`src/rtl/uart_tx_arbiter.sv`:
```
`timescale 1ns/1ps
// uart_tx_arbiter
//
// Shares the single UART TX byte stream between the echo byte stream and
// ALU result frames. Once a source is granted it owns the stream until its
// packet ends, so bytes from the two sources never interleave. A result
// frame is captured as one wide word and sent as a 4-byte header
// (opcode, 0x00, total length LSB, 0x00) followed by n result bytes, LSB
// first. Total length counts the header: 4 + n.
//
// Optional feature macro: UART_TX_ARB_RR_EN
//   defined   -> round-robin tie-break (source that did not own the last
//                packet wins a simultaneous request)
//   undefined -> fixed priority, echo wins ties
//
// Handshake: every byte interface is valid/ready. A byte moves on a cycle
// where valid and ready are both high; a raised valid is held, with its data
// stable, until that happens.
//
// Ports
//   clk, rst          clock, synchronous active-high reset
//   echo_data_i/valid_i/last_i, echo_ready_o   echo byte stream
//   res_data_i, res_opcode_i, res_bytes_i,
//   res_valid_i, res_ready_o                   result word (one-shot capture)
//   data_o, valid_o, ready_i                   byte stream to the UART TX
//   dbg_state_o       FSM state (0 IDLE, 1 ECHO, 2 HDR, 3 DATA)
//   dbg_last_grant_o  owner of the last packet (0 echo, 1 result)
module uart_tx_arbiter #(
  parameter int RES_W = 64
) (
  input  logic             clk,
  input  logic             rst,
  input  logic [7:0]       echo_data_i,
  input  logic             echo_valid_i,
  input  logic             echo_last_i,
  output logic             echo_ready_o,
  input  logic [RES_W-1:0] res_data_i,
  input  logic [7:0]       res_opcode_i,
  input  logic [3:0]       res_bytes_i,
  input  logic             res_valid_i,
  output logic             res_ready_o,
  output logic [7:0]       data_o,
  output logic             valid_o,
  input  logic             ready_i,
  output logic [1:0]       dbg_state_o,
  output logic             dbg_last_grant_o
);

  localparam logic [1:0] S_IDLE = 2'd0;
  localparam logic [1:0] S_ECHO = 2'd1;
  localparam logic [1:0] S_HDR  = 2'd2;
  localparam logic [1:0] S_DATA = 2'd3;

  localparam logic LG_ECHO = 1'b0;
  localparam logic LG_RES  = 1'b1;

  localparam logic [3:0] NB = 4'(RES_W / 8);

  logic [1:0]       state_q, state_d;
  logic             last_grant_q, last_grant_d;
  logic [3:0]       cnt_q, cnt_d;
  logic [RES_W-1:0] res_q, res_d;
  logic [7:0]       opc_q, opc_d;
  logic [3:0]       n_q, n_d;

  logic             tie_to_res;
  logic             grant_res;
  logic [3:0]       n_clamped;
  logic             xfer;

`ifdef UART_TX_ARB_RR_EN
  assign tie_to_res = (last_grant_q == LG_ECHO);
`else
  assign tie_to_res = 1'b0;
`endif

  assign grant_res = res_valid_i && (!echo_valid_i || tie_to_res);
  // Zero or oversize byte counts mean "send the whole word".
  assign n_clamped = ((res_bytes_i == 4'd0) || (res_bytes_i > NB)) ? NB : res_bytes_i;
  assign xfer      = valid_o && ready_i;

  assign dbg_state_o      = state_q;
  assign dbg_last_grant_o = last_grant_q;

  always_comb begin
    state_d      = state_q;
    last_grant_d = last_grant_q;
    cnt_d        = cnt_q;
    res_d        = res_q;
    opc_d        = opc_q;
    n_d          = n_q;
    data_o       = 8'h00;
    valid_o      = 1'b0;
    echo_ready_o = 1'b0;
    res_ready_o  = 1'b0;

    case (state_q)
      S_IDLE: begin
        if (grant_res) begin
          res_ready_o = 1'b1;
          res_d       = res_data_i;
          opc_d       = res_opcode_i;
          n_d         = n_clamped;
          cnt_d       = 4'd0;
          state_d     = S_HDR;
        end else if (echo_valid_i) begin
          state_d = S_ECHO;
        end
      end

      // Pure combinational pass-through; the echo source sees the UART's ready.
      S_ECHO: begin
        data_o       = echo_data_i;
        valid_o      = echo_valid_i;
        echo_ready_o = ready_i;
        if (xfer && echo_last_i) begin
          state_d      = S_IDLE;
          last_grant_d = LG_ECHO;
        end
      end

      // Header bytes depend only on registered state, never on ready_i.
      S_HDR: begin
        valid_o = 1'b1;
        case (cnt_q[1:0])
          2'd0:    data_o = opc_q;
          2'd2:    data_o = {4'd0, n_q} + 8'd4;
          default: data_o = 8'h00;
        endcase
        if (xfer) begin
          if (cnt_q == 4'd3) begin
            cnt_d   = 4'd0;
            state_d = S_DATA;
          end else begin
            cnt_d = cnt_q + 4'd1;
          end
        end
      end

      S_DATA: begin
        valid_o = 1'b1;
        if (cnt_q < NB) data_o = res_q[8*cnt_q +: 8];
        if (xfer) begin
          if (cnt_q == n_q - 4'd1) begin
            cnt_d        = 4'd0;
            state_d      = S_IDLE;
            last_grant_d = LG_RES;
          end else begin
            cnt_d = cnt_q + 4'd1;
          end
        end
      end

      default: state_d = S_IDLE;
    endcase
  end

  always_ff @(posedge clk) begin
    if (rst) begin
      state_q      <= S_IDLE;
      last_grant_q <= LG_RES;
      cnt_q        <= 4'd0;
      res_q        <= '0;
      opc_q        <= 8'h00;
      n_q          <= 4'd0;
    end else begin
      state_q      <= state_d;
      last_grant_q <= last_grant_d;
      cnt_q        <= cnt_d;
      res_q        <= res_d;
      opc_q        <= opc_d;
      n_q          <= n_d;
    end
  end

endmodule

```
`config.mk`:
```
export PLATFORM = sky130hd
export DESIGN_NAME = uart_tx_arbiter
export DESIGN_NICKNAME = d
export VERILOG_FILES = /design/src/rtl/uart_tx_arbiter.sv
export SDC_FILE = /design/constraint.sdc
export NUM_CORES = 1
export LEC_CHECK = 0
export CAP_MARGIN = 20
export CORE_MARGIN = 3
export CORE_UTILIZATION = 40
export DETAILED_ROUTE_END_ITERATION = 12
export HOLD_SLACK_MARGIN = 0.08
export PLACE_DENSITY = 0.75
export SLEW_MARGIN = 20
export SYNTH_ARGS = -nofsm -noshare
export SYNTH_HDL_FRONTEND = slang
export SYNTH_SLANG_ARGS = --single-unit
export TNS_END_PERCENT = 20
```
`constraint.sdc`:
```
create_clock -name clk -period 2.4 [get_ports clk]
set_clock_uncertainty 0.05 [all_clocks]
set_input_delay 0.24 -clock clk [delete_from_list [all_inputs] [get_ports clk]]
set_output_delay 0.24 -clock clk [all_outputs]
set_load 0.05 [all_outputs]
```
# After elaboration in Yosys (flattened, before gate mapping)
# Index checks and enable logic that the tools add are counted.
[op_classes] add_sub_neg=3 order_cmp=2 eq_ne=13 shifts=1 muxes=26 n_reduce_logical=15
[ops] cell="$shiftx 64x8->8" count=1
[ops] cell="$mux 4" count=6
[ops] cell="$pmux 8 s3" count=1
[ops] cell="$pmux 8 s2" count=1
[ops] cell="$mux 2" count=7
[ops] cell="$ne 2x2->1 const B" count=6
[ops] cell="$pmux 4 s3" count=1
[ops] cell="$mux 8" count=1
[ops] cell="$pmux 2 s4" count=1
[ops] cell="$reduce_and 4->1" count=2
[ops] cell="$eq 2x2->1 const B" count=3
[ops] cell="$mux 1" count=6
[ops] cell="$reduce_and 6->1" count=1
[ops] cell="$add 4x3->5 const B" count=1
[ops] cell="$add 4x1->4 const B" count=1
[ops] cell="$eq 4x2->1 const B" count=1
[ops] cell="$eq 4x4->1" count=1
[ops] cell="$gt 4x4->1 const B" count=1
[ops] cell="$logic_not 2->1" count=2
[ops] cell="$logic_not 4->1" count=1
[ops] cell="$lt 4x4->1 const B" count=1
[ops] cell="$pmux 1 s2" count=2
[ops] cell="$sub 4x1->4 const B" count=1
[ops] cell="$logic_and 1x1->1" count=3
[ops] cell="8 further kinds" count=8
[totals] ff_bits=83 out_inout_bits=14 word_cells=66

# Depth between registers and ports, before layout
# Gate-level depths: netlist of the first run.
[depth] word_depth=7 depth_mapped=8

# Worst setup path before layout of the first run
# Ideal clock, no wire load.
[synth_path] path_kind="register -> output" start="register state_q[1] (netlist: dbg_state_o[1])" end="output data_o[5]" arrival_time_ns=2.478 t_required_ns=2.110 slack_ns=-0.368 path_stages_with_launch=5 cell_sequence="dfxtp_1 > clkbuf_1 > nor2b_1 > nand2_1 > o21ai_0"
[synth_between] elab_chain_cells=2
[synth_lines] element="from (decl)" line_no="59" text="logic [1:0] state_q, state_d;"
[synth_lines] element="from (signal assigned)" line_no="167" text="state_q <= state_d;"
[synth_lines] element="$eq 2x2->1 / $eq 2x1->1 (equally long branches)" line_no="97" text="case (state_q)"
[synth_lines] element="$pmux 8 s3 *" line_no="97"
[synth_lines] element="to (decl)" line_no="42" text="output logic [7:0] data_o,"
# Every way passes the cells marked *; elsewhere a longest branch is shown, timed or not.

# Worst setup path in the final report of the first run
[layout_path] start="register cnt_q[0]" end="output data_o[7]"
[layout_between] elab_chain_cells=3
[layout_lines] element="from (decl)" line_no="61" text="logic [3:0] cnt_q, cnt_d;"
[layout_lines] element="from (signal assigned)" line_no="169" text="cnt_q <= cnt_d;"
[layout_lines] element="$shiftx 64x8->8 (tied with other cells)" line_no="142" text="if (cnt_q < NB) data_o = res_q[8*cnt_q +: 8];"
[layout_lines] element="$mux 8 / $pmux 8 s2 (equally long branches)" line_no="142, 125"
[layout_lines] element="$pmux 8 s3 *" line_no="97"
# Marks and branches as above.

==> results of run 1 <==
## synth_stat cells (all sizes together)
| cell | count |
|---|---|
| nor3 | 2 |
| mux2i | 3 |
| buf | 20 |
| o311ai | 4 |
| nand2b | 5 |
| and2 | 2 |
| a21o | 1 |
| a311oi | 1 |
| o31ai | 2 |
| clkbuf | 16 |
| xor2 | 2 |
| a22o | 2 |
| mux4 | 16 |
| a21oi | 86 |
| a211oi | 1 |
| ha | 5 |
| o21ai | 7 |
| or4b | 1 |
| dfxtp | 83 |
| xnor2 | 4 |
| mux2 | 5 |
| clkinv | 1 |
| o22a | 1 |
| nand3 | 6 |
| o211ai | 1 |
| inv | 6 |
| o22ai | 1 |
| o41ai | 1 |
| and3 | 1 |
| nor4b | 2 |
| nand3b | 3 |
| nor2b | 5 |
| nand2 | 161 |
| a31oi | 6 |
| nor2 | 8 |
## placed cells by master, fill, tap and decap left out, types with 2 or more instances in the layout
master / count
a21oi_1: 86
a22o_1: 2
a31oi_1: 6
and2_1: 2
buf_12: 6
buf_4: 16
clkbuf_1: 2
clkbuf_8: 9
clkdlybuf4s50_1: 92
clkinv_4: 2
clkinvlp_4: 2
dfxtp_1: 82
ha_1: 5
inv_1: 6
mux2_4: 4
mux2i_1: 3
mux4_2: 16
nand2_1: 160
nand2b_1: 5
nand3_1: 6
nand3b_1: 3
nor2_1: 8
nor2b_1: 5
nor3_1: 2
nor4b_1: 2
o21ai_0: 7
o311ai_0: 4
o31ai_1: 2
xnor2_1: 4
xor2_1: 2
## area by class of cell
cell class | instances | area [sq um]
fillers | 861 | 4090
well taps | 129 | 161
flip-flops and latches | 83 | 1670
clock buffers | 11 | 131
inverters | 7 | 31.3
multi-input cells | 345 | 2020
clock inverters | 4 | 28.8
repair buffers | 117 | 1200
## metal layers
metal  track usage  routed length, um  vias up
li1              -                  -     1789
met1         0.228               4450     1632
met2         0.310               4900      120
met3        0.0329                603       18
met4        0.0674                232        0
met5             0                  0        -
## final timing paths
path | to | slack (ns) | cells after the start
max | data_o[7] | 0.04 | 6
min reg2reg | res_q[32]$_SDFFE_PP0P_ | 0.41 | 2
max reg2reg | cnt_q[1]$_SDFFE_PP0P_ | 0.38 | 3
min | n_q[3]$_SDFFE_PP0P_ | 0.30 | 2
## cell families (layout without fill, tap and decap cells)
kind of cell,count (synthesis),count (layout),share of synthesized area
compound gates,114,114,0.164
flops,83,83,0.429
fa+ha+maj,5,5,0.0162
xor+xnor,6,6,0.0136
simple gates,196,196,0.208
mux,24,24,0.115
buf+inv,43,139,0.0534
## worst max-delay path, stage by stage, from the launching register on
cell     delay [ns]
dfxtp_4        0.40
buf_12         0.15
buf_4          0.11
mux4_2         0.47
mux2i_1        0.27
o21ai_0        0.12
buf_4          0.20
## power by group
part           switching (mW)  internal (mW)
Combinational           0.287          0.280
Clock                   0.474          0.371
Sequential             0.0348           1.44
## stage by stage
step | hold slack (ns) | setup TNS, ns
detailed placement | 0.397 | 0
global route | 0.328 | -0.0713
CTS | 0.274 | 0
floorplan | 0.326 | -1.66
finish | 0.300 | 0
global placement | 0.390 | 0
## state kept, by name, summed over array words and instances, names as in the netlist
register	cells
cnt_q	4
n_q	4
res_q	64
opc_q	8
dbg_state_o	2
dbg_last_grant_o	1
## timing repair
| action | CTS | global route |
|---|---|---|
| resized for setup | 1 | 7 |
| setup endpoints to repair | 4 | 6 |
| setup buffers | 1 | 2 |
| cloned | 0 | 1 |
==> results.py, run 1 <==
metrics = {
    "clock_network": {
        "postCtsHoldBufs": 0,
        "cts_root_buf": "clkbuf_8",
        "cts_sinks": 83,
        "clk_latency_ns": 0.34,
        "path_clk_slew_ns": 0.08,
        "clock_path_buffers": 2,
        "htree_num_levels": 3,
        "numCtsBuffers": 9,
        "cts_tree": "done",
    },
    "pwr": {
        "ir_drop_v": 0.000288,
        "power_per_cell_area_mw_per_mm2": 551,
        "leakage_nw": 1.82,
        "p_total_mw": 2.89,
    },
    "place": {
        "gp_congestion": 0.885,
        "placed_area_sq_mm": 0.00501,
        "place_ws_ns": 0.189,
        "dp.cells": 677,
        "hpwl_mm": 7.37,
        "io_buffers": 103,
    },
    "timing": {
        "slew_violations": 0,
        "rsz0062_at_grt": "true",
        "slew_headroom": 0.510,
        "hold_viol_final": 0,
        "fmax_mhz": 424,
        "fin_ws_ns": 0.0410,
        "worst_pin_slew_ns": 0.734,
        "timing.final.crit_share": 0.983,
        "post-route-min-period_ns": 2.36,
        "setup_viol": 0,
    },
    "logic_synthesis": {
        "yosysTopAreaCell": "dfxtp_1",
        "ys_ff_latch": 83,
        "synthesis.nets": 566,
        "synthCells": 471,
        "yosys.area.top_type_share": 0.429,
        "ys_seq_area_frac": 0.429,
        "yosysWarnings": 0,
        "avgSynthCellArea_sq_um": 8.21,
        "synthTopCellsByArea": "dfxtp_1 43%, nand2_1 16%, a21oi_1 11%",
        "synth_cell_types": 38,
        "synth.cell_area_sq_mm": 0.00387,
    },
    "grt": {
        "grt_max_degree": 76,
        "grt_pass1_vias": 3522,
        "grt_pass1_wl_mm": 16.3,
        "antenna_found_initial": 0,
        "overflow": 0,
        "grt_usage": 0.182,
    },
    "critical_path": {
        "critical_path.startpoint": "cnt_q[0]$_SDFFE_PP0P_",
        "end_kind": "primary output",
        "arrival_ns": 2.07,
        "crit_path_start_kind": "register",
        "worst-setup-path-type": "reg2out",
        "cp.required_ns": 2.11,
        "r2r-start": "cnt_q[2]$_SDFFE_PP0P_",
        "critical_path_peak_fanout": 7,
    },
    "finish": {
        "antenna_cells": 0,
        "finish.net_count": 658,
        "stdcell_area_sq_mm": 0.00524,
        "layout.cells.non_filler": 696,
        "syn_to_final_growth_pct": 35.4,
        "drive_above_1_share": 0.113,
        "final_core_util": 0.562,
    },
    "detailed_routing": {
        "ant_nets": 0,
        "wire_per_inst_um": 14.6,
        "num_vias": 3559,
        "wl_mm": 10.2,
        "drc": 0,
        "drtIter0Drc": 236,
        "vias_per_cell": 5.11,
        "drt-pass1-iter-count": 4,
    },
    "floorplanning": {
        "core_sq_mm": 0.00933,
        "die_area_sq_mm": 0.0109,
        "fp.dieW_um": 104,
        "io_pins": 104,
        "start_util": 0.415,
        "die_height_um": 104,
        "num_rows": 35,
    },
    "hold_path": {
        "hp-class": "in2reg",
        "min-delay-start": "rst",
    },
    "outcome": {
        "outcome": "finished clean",
    },
    "job": {
        "drv_cap": 0,
    },
}
No activity file was read; power rests on OpenSTA's default activity.
==> run 2: changes to the inputs <==
--- a/config.mk
+++ b/config.mk
@@ -6,12 +6,11 @@
 export NUM_CORES = 1
 export LEC_CHECK = 0
 export CAP_MARGIN = 20
-export CORE_MARGIN = 3
+export CORE_MARGIN = 2
 export CORE_UTILIZATION = 40
 export DETAILED_ROUTE_END_ITERATION = 12
 export HOLD_SLACK_MARGIN = 0.08
 export PLACE_DENSITY = 0.75
-export SLEW_MARGIN = 20
 export SYNTH_ARGS = -nofsm -noshare
 export SYNTH_HDL_FRONTEND = slang
 export SYNTH_SLANG_ARGS = --single-unit
==> constraint.sdc (replaced) <==
create_clock -name clk -period 2.4 [get_ports clk]
set_clock_uncertainty 0.05 [all_clocks]
set_input_delay 0.24 -clock clk [delete_from_list [all_inputs] [get_ports clk]]
set_output_delay 0.24 -clock clk [all_outputs]
set_load 0.02 [all_outputs]
==> results.py, run 2 (synthesis results as in run 1) <==
metrics = {
    "outcome": {
        "outcome": "complete, but fails checks",
        "violations": "negative setup slack",
    },
    "pwr": {
        "clock_power_share": 0.361,
        "ir_drop_v": 0.000272,
        "swShare": 0.251,
        "p_sw_mw": 0.777,
        "p_comb_frac": 0.162,
        "pwr-share-seq": 0.477,
        "p_int_mw": 2.32,
        "power_per_cell_area_mw_per_mm2": 591,
        "leakage_nw": 1.83,
    },
    "floorplanning": {
        "core_sq_mm": 0.00933,
        "die_height_um": 102,
        "die_area_sq_mm": 0.0105,
        "num_rows": 35,
        "start_util": 0.415,
        "io_pins": 104,
        "fp.dieW_um": 102,
    },
    "place": {
        "gp_congestion": 0.881,
        "io_buffers": 103,
        "place_ws_ns": 0.0281,
        "hpwl_mm": 7.67,
        "dp.cells": 678,
        "placed_area_sq_mm": 0.00500,
    },
    "clock_network": {
        "cts_tree": "done",
        "htree_num_levels": 3,
        "numCtsBuffers": 9,
        "clock_path_buffers": 2,
        "clk_latency_ns": 0.35,
        "cts_root_buf": "clkbuf_8",
        "postCtsHoldBufs": 0,
        "cts_sinks": 83,
        "path_clk_slew_ns": 0.08,
    },
    "timing": {
        "hold_viol_final": 0,
        "slew_violations": 0,
        "post-route-min-period_ns": 2.40,
        "slew_headroom": 0.478,
        "fmax_mhz": 416,
        "tns_ns": -0.00879,
        "setup_viol": 2,
        "timing.final.crit_share": 1.00,
        "worst_pin_slew_ns": 0.782,
        "rsz0062_at_grt": "true",
        "fin_ws_ns": -0.00486,
    },
    "job": {
        "drv_cap": 0,
    },
    "finish": {
        "layout.cells.non_filler": 693,
        "top_regs": "res_q x64, opc_q x8",
        "largest-register": "res_q",
        "final_cell_mix": "161 x nand2_1, 93 x clkdlybuf4s50_1, 86 x a21oi_1, 82 x dfxtp_1, 16 x mux4_2",
        "drive_above_1_share": 0.105,
        "syn_to_final_growth_pct": 35.4,
        "stdcell_area_sq_mm": 0.00524,
        "finish.net_count": 655,
        "final_common_cell": "nand2_1",
        "fill_cells": 858,
        "antenna_cells": 0,
        "largest_reg_flops": 64,
    },
    "detailed_routing": {
        "num_vias": 3600,
        "wire_per_inst_um": 15.0,
        "drt-pass1-iter-count": 4,
        "wl_mm": 10.4,
        "drtIter0Drc": 222,
        "drc": 0,
        "ant_nets": 0,
        "vias_per_cell": 5.19,
    },
    "grt": {
        "grt_max_degree": 80,
        "overflow": 0,
        "grt_pass1_vias": 3314,
        "grt_usage": 0.198,
        "antenna_found_initial": 0,
        "grt_pass1_wl_mm": 15.9,
    },
    "hold_path": {
        "min_path_cells": 2,
        "hp-class": "in2reg",
    },
    "critical_path": {
        "worstRegToRegCells": 6,
        "end_kind": "primary output",
        "arrival_ns": 2.11,
        "worst-setup-path-type": "reg2out",
        "crit_path_start_kind": "register",
        "cp.required_ns": 2.11,
        "critical_path_peak_fanout": 11,
    },
}
run 2: metrics by stage:
stage               utilization  total power, mW  hold slack, ns
floorplan                     -             1.76           0.326
global placement          0.536             2.00           0.392
detailed placement        0.536             2.01           0.397
CTS                       0.561             3.11           0.282
global route              0.562             3.22           0.330
finish                    0.562             3.10           0.304
run 2: repair_timing:
action | 4_1_cts | 5_1_grt
resized for setup | 22 | 10
buffers inserted | 0 | 0
setup endpoints to repair | 10 | 8
endpoints found under the hold margin | 0 | 0
run 2: cell type report:
type / count / area (sq um) / share of cell area
Clock buffer: 10 / 138 / 0.0263
Clock inverter: 5 / 86.3 / 0.0165
Inverter: 7 / 31.3 / 0.00597
Multi-Input combinational cell: 345 / 2020 / 0.386
Sequential cell: 83 / 1660 / 0.317
Tap cell: 129 / 161 / 0.0308
Timing Repair Buffer: 114 / 1140 / 0.217
run 2: per-layer routing:
metal | vias to the layer above | global-route usage | part of all wire
met1 | 1711 | 0.249 | 0.44
met5 | - | 0 | 0
li1 | 1783 | - | -
met4 | 0 | 0.0646 | 0.012
met3 | 10 | 0.0349 | 0.046
met2 | 96 | 0.344 | 0.50
run 2: power by group through the flow:
stage	Combinational [mW]	Sequential (mW)	Clock, mW
2_1_floorplan	0.261	1.50	0
3_3_place_gp	0.495	1.51	0
3_5_place_dp	0.504	1.51	0
4_1_cts	0.502	1.48	1.13
5_1_grt	0.543	1.48	1.19
6_report	0.500	1.48	1.12
run 2: worst paths after layout:
path	endpoint	slack (ns)	from
max	data_o[2]	-0.005	cnt_q[0]$_SDFFE_PP0P_
min	n_q[3]$_SDFFE_PP0P_	0.30	rst
max reg2reg	cnt_q[3]$_SDFFE_PP0P_	0.34	dbg_state_o[1]$_SDFFE_PP0P_
min reg2reg	res_q[45]$_SDFFE_PP0P_	0.41	res_q[45]$_SDFFE_PP0P_
run 2: worst max-delay path: stages, from the launching register on:
cell and delay, ns:
dfxtp_2 0.37, buf_12 0.16, mux4_2 0.50, mux2_2 0.28, nand2_1 0.07, a31oi_1 0.08
clkdlybuf4s15_1 0.30
==> run 3: changes to the inputs <==
--- a/config.mk
+++ b/config.mk
@@ -8,9 +8,11 @@
 export CAP_MARGIN = 20
 export CORE_MARGIN = 2
 export CORE_UTILIZATION = 40
+export CTS_BUF_LIST = sky130_fd_sc_hd__clkbuf_4
 export DETAILED_ROUTE_END_ITERATION = 12
 export HOLD_SLACK_MARGIN = 0.08
 export PLACE_DENSITY = 0.75
+export SLEW_MARGIN = 5
 export SYNTH_ARGS = -nofsm -noshare
 export SYNTH_HDL_FRONTEND = slang
 export SYNTH_SLANG_ARGS = --single-unit
==> constraint.sdc (replaced) <==
create_clock -name clk -period 3 [get_ports clk]
set_clock_uncertainty 0.05 [all_clocks]
set_input_delay 0.3 -clock clk [delete_from_list [all_inputs] [get_ports clk]]
set_output_delay 0.3 -clock clk [all_outputs]
set_load 0.02 [all_outputs]
==> results.py, run 3 (synthesis results as in run 1) <==
metrics = {
    "critical_path": {
        "critical_path.slowest_cell": "clkdlybuf4s50_1",
        "end_kind": "primary output",
        "crit_path_start_kind": "register",
        "cp_cell_sequence": "buf_12 > mux4_2 > mux2i_1 > o21ai_0 > clkdlybuf4s50_1",
        "arrival_ns": 2.52,
        "worst-setup-path-type": "reg2out",
        "cp.required_ns": 2.65,
        "critical_path_peak_fanout": 16,
        "r2r_slack_ns": 0.87,
        "slowest_delay_ns": 0.55,
    },
    "finish": {
        "largest_reg_flops": 64,
        "largest-register": "res_q",
        "final_common_cell": "nand2_1",
        "fill_cells": 875,
        "final_cell_mix": "161 x nand2_1, 97 x clkdlybuf4s50_1, 86 x a21oi_1, 82 x dfxtp_1, 16 x mux4_2",
        "syn_to_final_growth_pct": 34.0,
        "finish.net_count": 653,
        "antenna_cells": 0,
        "top_regs": "res_q x64, opc_q x8",
        "drive_above_1_share": 0.0906,
    },
    "timing": {
        "slew_violations": 0,
        "holdWs_ns": 0.217,
        "hold_viol_final": 0,
        "worst_pin_slew_ns": 0.724,
        "setup_viol": 0,
        "timing.final.crit_share": 0.955,
        "slew_headroom": 0.517,
        "rsz0062_at_grt": "false",
        "tns_ns": 0,
        "fmax_mhz": 349,
        "post-route-min-period_ns": 2.87,
    },
    "clock_network": {
        "htree_num_levels": 3,
        "numCtsBuffers": 9,
        "path_clk_slew_ns": 0.13,
        "cts_sinks": 83,
        "clock_path_buffers": 2,
        "cts_tree": "done",
        "cts_root_buf": "clkbuf_4",
        "clk_latency_ns": 0.44,
        "postCtsSetupRepairBufs": 0,
    },
    "place": {
        "io_buffers": 103,
        "hpwl_mm": 7.94,
        "gp_congestion": 0.871,
    },
    "grt": {
        "overflow": 0,
        "grt_pass1_vias": 3558,
        "antenna_found_initial": 0,
        "grt_usage": 0.213,
        "grt_max_degree": 76,
        "grt_pass1_wl_mm": 17.1,
    },
    "detailed_routing": {
        "num_vias": 3681,
        "ant_nets": 0,
        "vias_per_cell": 5.32,
        "drt-pass1-iter-count": 4,
        "wl_mm": 10.8,
        "drc": 0,
        "wire_per_inst_um": 15.6,
        "drtIter0Drc": 199,
    },
    "floorplanning": {
        "die_area_sq_mm": 0.0105,
        "core_sq_mm": 0.00933,
        "die_height_um": 102,
        "io_pins": 104,
        "num_rows": 35,
        "fp.dieW_um": 102,
        "start_util": 0.415,
    },
    "job": {
        "drv_cap": 0,
    },
    "pwr": {
        "ir_drop_v": 0.000248,
        "leakage_nw": 1.85,
        "power_per_cell_area_mw_per_mm2": 478,
    },
    "hold_path": {
        "hp-class": "in2reg",
    },
    "outcome": {
        "outcome": "finished clean",
    },
}
==> run 3: changes by cell type in the layout (fill, tap and decap cells not counted), moves of 2 or more <==
cell	delta
clkbuf_8	-10
clkbuf_4	+9
dlymetal6s2s_1	+5
clkdlybuf4s15_1	-4
clkdlybuf4s50_1	+4
mux2i_1	+3
buf_12	-2
buf_2	-2
buf_4	+2
buf_6	-2
bufinv_16	+2
dlygate4sd2_1	-2
mux2i_2	-2
==> run 3: critical path, delay by kind of cell, from the launching register on <==
family	cells	cell delay, ns
multiplexers	2	0.78
flip-flops	1	0.43
buffers and inverters	2	0.74
AO/OA/AOI/OAI	1	0.12
==> run 3: layout make-up <==
cell class	instances	area, sq um	area share
Timing Repair Buffer	112	1120	0.216
Sequential cell	83	1660	0.321
Multi-Input combinational cell	345	2000	0.386
Clock inverter	7	140	0.0270
Inverter	7	31.3	0.00603
Clock buffer	9	67.6	0.0130
Tap cell	129	161	0.0311
==> run 3: timing repair <==
item	4_1_cts	5_1_grt
hold endpoints to repair	0	0
pin swaps	0	0
resized for setup	1	6
endpoints found under the setup margin	5	6
hold buffers	0	0
==> run 3: power by group <==
part | internal, mW | total, mW | leakage (nW) | switching [mW]
registers | 1.15 | 1.19 | 0.676 | 0.0350
clock network | 0.504 | 0.894 | 0.104 | 0.390
logic | 0.210 | 0.396 | 1.07 | 0.187
total | 1.87 | 2.48 | 1.85 | 0.612
==> run 3: final timing paths <==
| kind | startpoint | end | depth (start not counted) |
|---|---|---|---|
| setup / recovery | cnt_q[0]$_SDFFE_PP0P_ | data_o[5] | 5 |
| hold / removal | rst | n_q[3]$_SDFFE_PP0P_ | 2 |
| setup reg to reg | dbg_state_o[1]$_SDFFE_PP0P_ | cnt_q[3]$_SDFFE_PP0P_ | 6 |
| hold reg to reg | res_q[62]$_SDFFE_PP0P_ | res_q[62]$_SDFFE_PP0P_ | 2 |
==> run 3: per-stage QoR <==
step           area, sq um  utilization  worst slack (ns)  cells  power [mW]
4_1_cts               5170        0.554            0.0508    692        2.49
2_1_floorplan         3870            -             0.994    471        1.41
3_5_place_dp          4960        0.532             0.458    676        1.61
6_report              5180        0.556             0.134    692        2.48
3_3_place_gp          4960        0.532             0.498    676        1.60
5_1_grt               5180        0.556            0.0178    692        2.58
==> run 3: per-layer routing <==
layer  vias up  track usage  part of all wire
met1      1738        0.269              0.43
met4         0       0.0769             0.025
met2       142        0.352              0.47
li1       1777            -                 -
met5         -            0                 0
met3        24       0.0568             0.074
